`src/rtl/acia_rx.sv`:
```
// acia_rx: 8N1 serial receiver for the ACIA.
// Each byte goes into a holding register. Data-available, framing-error and
// overrun flags are cleared by a one-cycle rx_ack strobe.
module acia_rx #(
  parameter int SCW     = 8,
  parameter int sym_cnt = 139
) (
  input  logic       clk,
  input  logic       rst,
  input  logic       rx_serial,
  input  logic       rx_ack,
  output logic [7:0] rx_dat,
  output logic       rx_full,
  output logic       rx_ferr,
  output logic       rx_ovr,
  output logic       rx_busy
);

  localparam logic [SCW-1:0] RELOAD = SCW'(sym_cnt);
  localparam logic [SCW-1:0] HALF   = SCW'(sym_cnt >> 1);

  typedef enum logic [1:0] {IDLE, START, DATA, STOP} state_t;

  state_t         state;
  state_t         state_nxt;
  logic           s1;
  logic           s2;
  logic           s2_d;
  logic [SCW-1:0] rcnt;
  logic [2:0]     bcnt;
  logic [7:0]     sr;
  logic           fall;
  logic           tick;
  logic           start_ld;
  logic           start_ok;
  logic           shift_en;
  logic           stop_done;

  assign fall = s2_d & ~s2;
  assign tick = (rcnt == '0);

  // Two-flop synchronizer, plus a third flop that remembers the previous s2 for edge detection.
  always_ff @(posedge clk) begin
    if (!rst) begin
      s1   <= 1'b1;
      s2   <= 1'b1;
      s2_d <= 1'b1;
    end else begin
      s1   <= rx_serial;
      s2   <= s1;
      s2_d <= s2;
    end
  end

  // Frame state register.
  always_ff @(posedge clk) begin
    if (!rst) state <= IDLE;
    else      state <= state_nxt;
  end

  // Next-state logic. Every non-idle state acts only when the bit-rate counter reaches zero.
  always_comb begin
    state_nxt = state;
    case (state)
      IDLE:    if (fall) state_nxt = START;
      START:   if (tick) state_nxt = s2 ? IDLE : DATA;
      DATA:    if (tick && bcnt == 3'd7) state_nxt = STOP;
      STOP:    if (tick) state_nxt = IDLE;
      default: state_nxt = IDLE;
    endcase
  end

  // Per-state strobes that drive the datapath, plus the busy indication.
  always_comb begin
    rx_busy   = (state != IDLE);
    start_ld  = (state == IDLE) && fall;
    start_ok  = (state == START) && tick && !s2;
    shift_en  = (state == DATA) && tick;
    stop_done = (state == STOP) && tick;
  end

  // Bit-rate counter. A half-period load on the start edge centres every later sample mid-bit.
  always_ff @(posedge clk) begin
    if (!rst) begin
      rcnt <= '0;
    end else if (start_ld) begin
      rcnt <= HALF;
    end else if (state != IDLE) begin
      if (tick) rcnt <= RELOAD;
      else      rcnt <= rcnt - SCW'(1);
    end
  end

  // Bit counter and LSB-first shift register.
  always_ff @(posedge clk) begin
    if (!rst) begin
      bcnt <= 3'd0;
      sr   <= 8'h00;
    end else begin
      if (start_ok)      bcnt <= 3'd0;
      else if (shift_en) bcnt <= bcnt + 3'd1;
      if (shift_en)      sr   <= {s2, sr[7:1]};
    end
  end

  // Holding register and status flags. A completing frame takes priority over a simultaneous ack.
  always_ff @(posedge clk) begin
    if (!rst) begin
      rx_dat  <= 8'h00;
      rx_full <= 1'b0;
      rx_ferr <= 1'b0;
      rx_ovr  <= 1'b0;
    end else if (stop_done) begin
      rx_dat  <= sr;
      rx_full <= 1'b1;
      rx_ferr <= ~s2;
      if (rx_ack)       rx_ovr <= 1'b0;
      else if (rx_full) rx_ovr <= 1'b1;
    end else if (rx_ack) begin
      rx_full <= 1'b0;
      rx_ferr <= 1'b0;
      rx_ovr  <= 1'b0;
    end
  end

endmodule

```
`config.mk`:
```
export PLATFORM = sky130hd
export DESIGN_NAME = acia_rx
export DESIGN_NICKNAME = d
export VERILOG_FILES = /design/src/rtl/acia_rx.sv
export SDC_FILE = /design/constraint.sdc
export NUM_CORES = 1
export LEC_CHECK = 0
export CELL_PAD_IN_SITES_DETAIL_PLACEMENT = 0
export CELL_PAD_IN_SITES_GLOBAL_PLACEMENT = 1
export CORE_MARGIN = 4
export CORE_UTILIZATION = 30
export CTS_CLUSTER_SIZE = 25
export DETAILED_ROUTE_END_ITERATION = 7
export HOLD_SLACK_MARGIN = 0.12
export PLACE_DENSITY = 0.68
export SETUP_SLACK_MARGIN = 0.2
export SYNTH_ARGS = -nofsm -noshare
export SYNTH_HDL_FRONTEND = slang
export SYNTH_SLANG_ARGS = --single-unit
```
`constraint.sdc`:
```
create_clock -name clk -period 1.6 [get_ports clk]
set_clock_uncertainty 0.05 [all_clocks]
set_input_delay 0.16 -clock clk [delete_from_list [all_inputs] [get_ports clk]]
set_output_delay 0.16 -clock clk [all_outputs]
set_load 0.005 [all_outputs]
```
After elaboration in Yosys (flattened, before gate mapping)
Cells that the tools add are included.
- bits in registers: 35
- bits of input ports: 4
- logic and storage cells: 57
- add/sub/neg operators: 2
- eq/ne operators: 8
- mux-type cells: 15
- bitwise gates (word level): 3
- reduce and logical (&&, ||, !) cells: 17
- operators with widths (kind ; count):
    2-to-1 mux 7 bit ; 2
    2-to-1 mux 2 bit ; 5
    logical NOT 8 bit ; 1
    2-to-1 mux 8 bit ; 1
    inequality test 2 bit, second input constant ; 4
    case mux 2 bit (4 select lines) ; 1
    nonzero test 2 bit ; 4
    subtractor 8 x 1 -> 8 bit, second input constant ; 1
    logical AND 1 bit ; 6
    2-to-1 mux 1 bit ; 6
    equality test 2 bit, second input constant ; 2
    AND reduction 4 bit ; 1
    OR reduction 2 bit ; 2
    adder 3 x 1 -> 3 bit, second input constant ; 1
    equality test 3 bit, second input constant ; 1
    equality test 2 x 1 -> 1 bit, second input constant ; 1
    logical NOT 2 bit ; 1
    NOT 1 bit ; 2
    AND reduction 2 bit ; 1
    bitwise AND 1 bit ; 1
    logical NOT 1 bit ; 1

Longest topological paths before layout
- depth in word-level cells: 4
- gate-level depth with buffers: 7
- mapped depth without buffers: 6

Least setup slack after synthesis
Ideal clock, no wire load.
- kind: register -> register
- start: register rcnt[0]
- end: register rx_dat[4]
- library setup time: 128 ps
- data arrival time: 1555 ps
- required time: 1422 ps
- setup slack: -132 ps
- stages on the path, launching flop included: 8
- buffers on the path: 1
- clock period less this slack: 1732 ps
- cell sequence: dfxtp_1 -> inv_1 -> ha_1 -> nor3b_1 -> and4_4 -> buf_12 -> mux2i_1 -> nor2_1
- word-level cells in the longest chain between the ends: 2
- RTL lines (item ; RTL line ; RTL):
    from (decl) ; 29 ; logic [SCW-1:0] rcnt;
    from (signal assigned) ; 90 ; else rcnt <= rcnt - SCW'(1);
    logical NOT 8 bit ; 40 ; assign tick = (rcnt == '0);
    logical AND 1 bit ; 79 ; stop_done = (state == STOP) && tick;
    to (signal assigned) ; 114 ; rx_dat <= sr;
    to (decl) ; 12 ; output logic [7:0] rx_dat,
Every way passes these cells.
A chain may end at the register's enable or synchronous reset.

Final worst setup path
- start: register rcnt[1]
- end: register rx_dat[4]
Same word-level chain as after synthesis.

==> results.yml <==
pwr:
  power_frac_clock_pct: 34.1
  swShare_pct: 26.32
  peakVddDrop_mv: 0.2891
  leakage_uw: 0.0008784
  combPwrFrac_pct: 14.9
  seq_power_share_pct: 50.9
  switchingPower_uw: 475.3
  p_int_uw: 1331
  powerDensity_nw_per_um2: 907.3
yosys:
  synth_area_leaders: "dfxtp_1 48%, mux2i_1 14%, nor2_1 7.7%"
  synth_seq_cells: 35
  syn_avg_cell_area_um2: 9.800
  yosys-top-cells-count: "35 x dfxtp_1, 30 x nor2_1, 21 x mux2i_1"
  netlist.top_cell.by_area: "dfxtp_1"
  synth_cells: 149
  synth_enable_flop_cells: 0
  synth.distinct_cells: 33
  synth_ff_type: "dfxtp_1"
  yosysMostFrequentCell: "dfxtp_1"
  synth_nets: 157
  yosysTopAreaCellShare_pct: 47.99
  synth_area_um2: 1460
  yosysSeqAreaShare_pct: 47.99
  synth-async-reset-ratio_pct: 0
  yosys_warnings: 0
place:
  gp_congestion: 0.7419
  dpl-instance-area_um2: 1780
  numPortBuffers: 15
  pre_cts_slack_ps: -40.84
  dp_cells: 235
  hpwlAfterDp_mm: 2.047
clock_network:
  clockRootBuffer: "clkbuf_8"
  clk_pin_slew_ps: 70
  clock_sinks: 35
  cts_buffers: 5
  cts-htree-levels: 2
  clk_latency_ps: 280
  tritoncts: "done"
  clk_path_buf_depth: 2
sta:
  fin_crit_sh_pct: 101.4
  worst_slew_pin_slew_ps: 322.6
  finalSetupViolCount: 7
  setup_ws_ps: -21.77
  hold_viol_final: 0
  finalMaxSlewViolations: 0
  clock.fmax_mhz: 616.6
  tns_ps: -64.66
  post-route-min-period_ps: 1622
  rsz0062_at_grt: "true"
  slew_headroom_pct: 78.33
status:
  outcome: "finished with violations"
  violations: "negative setup slack"
setup_path:
  cp-end-kind: "flip-flop"
  path_class: "reg -> reg"
  cp.required_ps: 1720
  critPathMaxStageDelay_ps: 360
  critPathSlowestCell: "and4_4"
  ff2ff_setup_slack_ps: -20
  path_buf_inv: 1
  path_max_fanout: 6
  startpoint_type: "flip-flop"
  cp.arrival_ps: 1740
  path_cells: "inv_4 -> ha_4 -> nor3b_4 -> and4_4 -> mux2i_1 -> nor2_1"
  critical-path-top-delay-family: "simple AND/OR/NAND/NOR gates"
floorplanning:
  num_rows: 25
  die_x_um: 77.77
  dieArea_um2: 6047
  num_io_pins: 16
  start_util_pct: 30.91
  die-height_um: 77.77
  core_area_um2: 4723
drt:
  routedWlPerCell_um: 11.96
  routed_wl_mm: 3.015
  final_antenna_net_count: 0
  drc_errors: 0
  drtIter0Drc: 43
  viasPerCell: 4.544
  vias: 1145
  firstDrtPassIters: 4
global_routing:
  first_global_vias: 1119
  grt_start_max_net_pins: 22
  grt_usage_pct: 10.93
  grt_overflow: 0
  antenna_found_initial: 0
  grt_pass1_wl_mm: 5.257
layout:
  antenna_cells: 0
  syn_to_final_growth_pct: 36.33
  drive_above_1_share_pct: 29.73
  fin_nets: 192
  fin_area_um2: 1991
  instances_no_fill: 252
min_path:
  hp-class: "reg -> reg"
job:
  maxCapViolations: 0
-- path summary, 6_finish.rpt --
check	cells after the start	to	start
worst max-delay path	6	rx_dat[4]$_SDFFE_PN0P_	rcnt[1]$_SDFFE_PP0N_
worst min-delay path	1	s2$_SDFF_PN1_	s1$_SDFF_PN1_
worst max register to register	6	rx_dat[4]$_SDFFE_PN0P_	rcnt[1]$_SDFFE_PP0N_
worst min register to register	1	s2$_SDFF_PN1_	s1$_SDFF_PN1_
-- cell type report --
cell class | instances | area [µm²]
fillers | 437 | 2733
flip-flops and latches | 35 | 715.7
repair buffers | 33 | 301.5
clock buffers | 6 | 72.57
inverters | 6 | 27.53
multi-input cells | 103 | 777.0
well taps | 67 | 83.83
clock inverters | 2 | 12.51
-- cells by family after synthesis --
logic type | count (synthesis) | synth area share [%]
flops | 35 | 47.99
buf+inv | 12 | 4.884
mux | 21 | 14.40
compound gates | 16 | 7.112
xor+xnor | 2 | 1.200
simple gates | 59 | 20.99
fa+ha+maj | 4 | 3.428
-- sequential cells by signal, indices dropped and copies added (netlist names), named ones only --
name     flops
bcnt         3
rx_ovr       1
rx_full      1
rx_dat       8
s2_d         1
rcnt         8
sr           8
s1           1
state        1
rx_ferr      1
s2           1
-- power groups by stage --
| stage | Clock (µW) | Combinational, µW | Sequential (µW) |
|---|---|---|---|
| global placement | 0 | 215 | 939 |
| detailed placement | 0 | 220 | 940 |
| CTS | 643 | 251 | 921 |
| global route | 684 | 297 | 923 |
| floorplan | 0 | 164 | 936 |
| finish | 617 | 270 | 920 |
-- worst reg2reg max path: stages, from the launching register on --
cell	delay, ps
dfxtp_2	340
inv_4	70
ha_4	130
nor3b_4	280
and4_4	360
mux2i_1	210
nor2_1	60
-- timing repair --
action,in CTS,in global routing
hold buffers,0,0
setup endpoints to repair,29,38
gates resized for setup,13,9
gates cloned,1,0
setup buffers,3,5
pin swaps,13,11
-- through the flow --
stage / util (%) / total power (µW) / hold WS [ps]
floorplan: - / 1100 / 179.7
global placement: 37.70 / 1154 / 344.1
detailed placement: 37.70 / 1160 / 353.5
CTS: 40.85 / 1814 / 386.2
global route: 42.15 / 1905 / 385.9
finish: 42.15 / 1806 / 374.8
-- routing by layer --
| layer | track usage [%] | wire length (µm) | part of all wire (%) | vias to the layer above |
|---|---|---|---|---|
| li1 | - | - | - | 582 |
| met1 | 13.44 | 1365 | 45 | 543 |
| met2 | 17.29 | 1502 | 50 | 15 |
| met3 | 3.596 | 100 | 3.3 | 5 |
| met4 | 4.804 | 46 | 1.5 | 0 |
| met5 | 0 | 0 | 0 | - |
-- layout by cell type, fill, tap and decap left out, types with 2 or more instances in the layout --
cell type,instances
dlymetal6s2s_1,2
nor2_1,29
nand3_1,2
buf_4,17
ha_4,2
dfxtp_1,25
nand4b_1,2
ha_1,2
a21oi_1,6
o21a_1,3
and4_4,2
dfxtp_2,9
clkdlybuf4s50_1,12
nand2b_1,5
nand2_1,5
or3_1,2
mux2i_1,21
clkbuf_8,5
inv_4,2
nor3_1,3
inv_1,3
(Power assumes the default switching activity.)
